`src/rtl/im_loader_pkg.sv`:
```
// Shared encodings and framing constants for the instruction-memory boot loader.
package im_loader_pkg;

  typedef enum logic [2:0] {
    ST_IDLE, ST_HDR_HI, ST_HDR_LO, ST_DATA, ST_CHK, ST_DONE, ST_ERR
  } ld_state_e;

  localparam int HDR_BYTES  = 2;
  localparam int WORD_BYTES = 4;
  localparam int CSUM_W     = 8;

  function automatic logic is_busy(ld_state_e s);
    return (s == ST_HDR_HI) || (s == ST_HDR_LO) || (s == ST_DATA) || (s == ST_CHK);
  endfunction

endpackage

```
`src/rtl/im_boot_loader_packer.sv`:
```
// Shifts bytes MSB-first into a 32-bit word; word_vld_o pulses the cycle after the 4th byte.
module byte_word_packer
  import im_loader_pkg::*;
(
  input  logic        clk,
  input  logic        rst,
  input  logic        clr,
  input  logic        byte_vld_i,
  input  logic [7:0]  byte_i,
  output logic [31:0] word_o,
  output logic        word_vld_o,
  output logic        last_o
);

  logic [1:0]  cnt_q;
  logic [31:0] word_q;
  logic        vld_q;

  // Combinational so the owner can update its word index on the same edge.
  assign last_o     = byte_vld_i && (cnt_q == 2'(WORD_BYTES - 1));
  assign word_o     = word_q;
  assign word_vld_o = vld_q;

  always_ff @(posedge clk or posedge rst) begin
    if (rst) begin
      cnt_q  <= '0;
      word_q <= '0;
      vld_q  <= 1'b0;
    end else begin
      vld_q <= last_o;
      if (clr) begin
        cnt_q <= '0;
      end else if (byte_vld_i) begin
        word_q <= {word_q[23:0], byte_i};
        cnt_q  <= cnt_q + 2'd1;
      end
    end
  end

endmodule

```
`src/rtl/im_boot_loader.sv`:
```
// Loads a framed, checksummed byte stream into instruction memory and holds the CPU
// in reset until a complete, valid frame has been written.
module im_boot_loader
  import im_loader_pkg::*;
#(
  parameter int ADDR_BITS = 10,
  parameter int DEPTH     = 1024,
  parameter int TIMEOUT   = 100000
) (
  input  logic                 clk,
  input  logic                 rst,
  input  logic                 start,
  input  logic                 in_valid,
  input  logic [7:0]           in_data,
  output logic                 in_ready,
  output logic                 im_we,
  output logic [ADDR_BITS-1:0] im_addr,
  output logic [31:0]          im_wdata,
  output logic                 cpu_rst_n,
  output logic                 busy,
  output logic                 done,
  output logic                 error,
  output logic [ADDR_BITS:0]   words_loaded
);

  localparam int TW = $clog2(TIMEOUT + 1);
  localparam int NW = HDR_BYTES * 8;

  ld_state_e              state_q, state_d;
  logic [NW-1:0]          n_q, n_full;
  logic [CSUM_W-1:0]      csum_q;
  logic [TW-1:0]          tmo_q;
  logic [ADDR_BITS:0]     wl_q;
  logic [ADDR_BITS-1:0]   addr_q;
  logic                   busy_q, done_q, err_q, cpu_rst_n_q;
  logic                   acc, pk_last, pk_vld;
  logic [NW:0]            wl_inc;

  assign in_ready     = busy_q && !start && !pk_vld;
  assign acc          = in_valid && in_ready;
  assign n_full       = {n_q[NW-1:8], in_data};
  assign wl_inc       = (NW+1)'(wl_q) + (NW+1)'(1);
  assign im_we        = pk_vld;
  assign im_addr      = addr_q;
  assign words_loaded = wl_q;
  assign busy         = busy_q;
  assign done         = done_q;
  assign error        = err_q;
  assign cpu_rst_n    = cpu_rst_n_q;

  byte_word_packer u_packer (
    .clk        (clk),
    .rst        (rst),
    .clr        (start),
    .byte_vld_i (acc && (state_q == ST_DATA)),
    .byte_i     (in_data),
    .word_o     (im_wdata),
    .word_vld_o (pk_vld),
    .last_o     (pk_last)
  );

  always_comb begin
    state_d = state_q;
    if (start) begin
      state_d = ST_HDR_HI;
    end else begin
      case (state_q)
        ST_HDR_HI: if (acc) state_d = ST_HDR_LO;
        ST_HDR_LO: if (acc) begin
          if (n_full == '0)                      state_d = ST_CHK;
          else if (32'(n_full) > 32'(DEPTH))     state_d = ST_ERR;
          else                                   state_d = ST_DATA;
        end
        // The final write still occupies the next cycle; in_ready is low there anyway.
        ST_DATA:   if (acc && pk_last && (wl_inc == {1'b0, n_q})) state_d = ST_CHK;
        ST_CHK:    if (acc) state_d = (in_data == csum_q) ? ST_DONE : ST_ERR;
        default:   ;
      endcase
      if (busy_q && !acc && (tmo_q == TW'(TIMEOUT - 1))) state_d = ST_ERR;
    end
  end

  always_ff @(posedge clk or posedge rst) begin
    if (rst) begin
      state_q     <= ST_IDLE;
      n_q         <= '0;
      csum_q      <= '0;
      tmo_q       <= '0;
      wl_q        <= '0;
      addr_q      <= '0;
      busy_q      <= 1'b0;
      done_q      <= 1'b0;
      err_q       <= 1'b0;
      cpu_rst_n_q <= 1'b0;
    end else begin
      state_q     <= state_d;
      busy_q      <= is_busy(state_d);
      done_q      <= (state_d == ST_DONE);
      err_q       <= (state_d == ST_ERR);
      cpu_rst_n_q <= (state_d == ST_DONE);
      if (start) begin
        n_q    <= '0;
        csum_q <= '0;
        tmo_q  <= '0;
        wl_q   <= '0;
      end else begin
        if (acc)         tmo_q <= '0;
        else if (busy_q) tmo_q <= tmo_q + TW'(1);
        if (acc) begin
          case (state_q)
            ST_HDR_HI: n_q[NW-1:8] <= in_data;
            ST_HDR_LO: n_q[7:0]    <= in_data;
            ST_DATA: begin
              csum_q <= csum_q ^ in_data;
              if (pk_last) begin
                addr_q <= wl_q[ADDR_BITS-1:0];
                wl_q   <= wl_q + 1'b1;
              end
            end
            default: ;
          endcase
        end
      end
    end
  end

endmodule

```
`config.mk`:
```
export PLATFORM = sky130hd
export DESIGN_NAME = im_boot_loader
export DESIGN_NICKNAME = d
export VERILOG_FILES = /design/src/rtl/im_loader_pkg.sv /design/src/rtl/im_boot_loader_packer.sv /design/src/rtl/im_boot_loader.sv
export SDC_FILE = /design/constraint.sdc
export NUM_CORES = 1
export LEC_CHECK = 0
export CELL_PAD_IN_SITES_DETAIL_PLACEMENT = 1
export CELL_PAD_IN_SITES_GLOBAL_PLACEMENT = 1
export CORE_MARGIN = 4
export CORE_UTILIZATION = 47
export DETAILED_ROUTE_END_ITERATION = 8
export GPL_TIMING_DRIVEN = 0
export PLACE_DENSITY_LB_ADDON = 0.15
export REMOVE_ABC_BUFFERS = 1
export SLEW_MARGIN = 5
export SYNTH_ARGS = -nofsm -noshare
export SYNTH_HDL_FRONTEND = slang
export SYNTH_HIERARCHICAL = 1
export SYNTH_SLANG_ARGS = --single-unit
```
`constraint.sdc`:
```
create_clock -name clk -period 5 [get_ports clk]
set_input_delay 1 -clock clk [delete_from_list [all_inputs] [get_ports clk]]
set_output_delay 1 -clock clk [all_outputs]
set_load 0.01 [all_outputs]
```
==> flow_metrics.py <==
metrics = {
    "status": {
        "status": "complete, no violations",
    },
    "worst_setup_path": {
        "timing.rr.end": "words_loaded[8]",
        "cp-startpoint": "start",
        "crit_type": "input pin to flip-flop",
        "arrival_ns": 4.38,
        "cp-start-kind": "input pin",
        "end_kind": "flip-flop",
        "r2r_start": "busy",
        "rr_worst_depth": 8,
        "cp-endpoint": "words_loaded[8]",
        "r2r_setup_slack_ns": 1.38,
        "crit_fanout": 38,
        "cp_data_required_time_ns": 5.22,
    },
    "sta": {
        "final-max-slew-violation-count": 0,
        "fmax_mhz": 240.5,
        "final_hold_viol_count": 0,
        "finClkSkew_ns": 0.008717,
        "setup_violations": 0,
        "fin_ws_ns": 0.8424,
        "max-slew-margin-rel_pct": 43.20,
        "rsz0062_at_grt": "false",
        "worst_pin_slew_ns": 0.8515,
        "fin_tns_setup_ns": 0,
        "period_needed_ns": 4.158,
        "timing.final.crit_share_pct": 83.15,
    },
    "grt": {
        "grt_pass1_wl_um": 21380,
        "grt_pass1_vias": 4082,
        "grt_usage_pct": 20.76,
        "grt_start_max_net_pins": 39,
        "globalRouteOverflowTotal": 0,
        "antenna_found_initial": 0,
    },
    "pwr": {
        "intPower_mw": 1.384,
        "power.switching_uw": 501.6,
        "power_density_mw_per_mm2": 306.0,
        "comb_power_share_pct": 18.3,
        "ir_drop_mv": 0.1822,
        "p_clk_share_pct": 30.7,
        "p_sw_share_pct": 26.60,
        "seqPwrFrac_pct": 51.0,
        "power_mw": 1.886,
        "p_leak_nw": 2.792,
    },
    "cells_and_area": {
        "antenna_cells": 0,
        "fin_util_pct": 56.86,
        "syn2layout_area_growth_pct": 18.67,
        "fin_nets": 558,
        "drive_gt1_share_pct": 12.07,
    },
    "floorplanning": {
        "ioPinCount": 71,
        "core_sq_mm": 0.01084,
        "die_area_sq_mm": 0.01280,
        "start_util_pct": 47.91,
        "dieHeight_um": 113.1,
        "die_w_um": 113.1,
        "rows": 38,
    },
    "synth": {
        "async_reset_ff_share_pct": 100.0,
        "ys_warn_count": 6,
        "synthTopCellsByArea": "dfrtp_1 (50%), mux2_4 (8.7%), nand2_1 (4.6%)",
        "yosysSeqAreaShare_pct": 49.63,
        "synthesis.area_sq_mm": 0.005194,
        "synth_cell_type_count": 56,
        "synth_top_cell_by_area": "dfrtp_1",
        "ys_seq_elements": 103,
        "synth-edff-count": 0,
        "synthDominantCellAreaShare_pct": 49.63,
        "yosysMostFrequentCell": "dfrtp_1",
        "ys.flop_type": "dfrtp_1",
        "synth_area_per_cell_sq_um": 10.75,
        "synthCells": 483,
        "synth_commonest_cells": "dfrtp_1 (103), nand2_1 (64), nor2_1 (45)",
    },
    "place": {
        "numPortBuffers": 70,
        "place_worst_setup_slack_ns": 0.3252,
        "dp.final_hpwl_um": 8875,
        "place_congestion": 0.7732,
    },
    "clocking": {
        "clockBufferDepth": 2,
        "clkTransAtPathRegs_ns": 0.09,
        "postCtsResizedCells": 0,
        "insertion_delay_ns": 0.37,
        "post_cts_buffers": 0,
        "clock_sinks": 103,
        "hold_buffers": 0,
        "cts-root-buf": "clkbuf_8",
        "cts_tree": "yes",
        "cts.htree.levels": 3,
        "numCtsBuffers": 9,
    },
    "drt": {
        "vias_per_cell": 5.559,
        "final_antenna_net_count": 0,
        "routed_wl_um": 12420,
        "vias": 3819,
        "wl_per_cell_um": 18.08,
        "drc": 0,
        "drt_iter0_markers": 125,
        "firstDrtPassIters": 4,
    },
    "worst_hold_path": {
        "hold_path.class": "flip-flop to flip-flop",
    },
    "run": {
        "drv_cap": 0,
    },
}
-- how the worst min path moves through the flow --
stage,start,end,slack [ns],depth (start not counted)
after CTS,im_addr[9],im_addr[9],0.49,2
after detailed placement,im_addr[9],im_addr[9],0.47,2
after global routing,im_addr[7],im_addr[7],0.53,2
after global placement,im_addr[1],im_addr[1],0.46,2
after floorplan,tmo_q[15],tmo_q[15],0.47,1
final,im_addr[1],im_addr[1],0.49,2
-- logic make-up (layout without fill, tap and decap cells) --
kind of cell	count (synthesis)	count (layout)	share of synthesized area [%]
XOR/XNOR	37	37	6.239
multiplexers	50	50	12.58
flip-flops	103	103	49.63
buffers and inverters	32	96	4.240
AO/OA/AOI/OAI	72	72	8.336
AND/OR/NAND/NOR	186	186	18.26
adder cells (fa/ha/maj)	3	3	0.7228
-- per-layer routing --
layer	share of wire [%]	vias up	wire length, um	GRT usage, %
met5	0	-	0	0
met4	1.1	0	134	4.407
met3	3.2	15	399	3.850
met2	50	62	6271	36.14
met1	45	1939	5614	27.14
li1	-	1803	-	-
-- worst max-delay path: stages --
cell and delay, ns:
buf_2 0.33, nand4bb_4 0.36, or3_1 0.54, inv_2 0.32
and2_1 0.34, and2_0 0.73, nor2_1 0.35, o21ai_0 0.26
o21ai_0 0.11
-- cells in the final DEF, fill, tap and decap left out, drive strengths merged, types with 6 or more instances in the layout --
cell type      instances
a21oi                  9
and3                   8
clkbuf                10
clkdlybuf4s50         69
dfrtp                103
inv                    7
mux2                  32
mux2i                 18
nand2                 64
nand3                 16
nand4                  8
nor2                  46
nor4                   8
o21ai                 39
o31ai                  6
xnor2                 11
xor2                  26
-- final cells by class --
type,instances,area [sq um]
clock inverters,5,82.58
well taps,140,175.2
clock buffers,10,137.6
multi-input cells,348,2411
inverters,7,28.78
fillers,1176,4677
repair buffers,74,750.7
flip-flops and latches,103,2577
-- stage by stage --
| stage | std cells | hold WS [ns] | area (sq um) |
|---|---|---|---|
| 4_1_cts | 687 | 0.4915 | 6163 |
| 2_1_floorplan | 458 | 0.4670 | 5000 |
| 5_1_grt | 687 | 0.5284 | 6163 |
| 3_5_place_dp | 672 | 0.4663 | 5943 |
| 6_report | 687 | 0.4854 | 6163 |
| 3_3_place_gp | 668 | 0.4603 | 5876 |
-- power groups by stage --
stage	registers (mW)	logic, mW	clock network [mW]
floorplan	0.982	0.168	0
global placement	0.970	0.336	0
detailed placement	0.978	0.349	0
CTS	0.963	0.352	0.600
global route	0.973	0.374	0.632
finish	0.961	0.346	0.579
-- state kept, by name, indices dropped and copies added (netlist names), 2 cells and up --
signal           count
u_packer/word_o     32
tmo_q               17
n_q                 16
words_loaded        11
im_addr             10
csum_q               8
state_q              3
u_packer/cnt_q       2
Note: power is estimated with default switching activity, not from simulation.
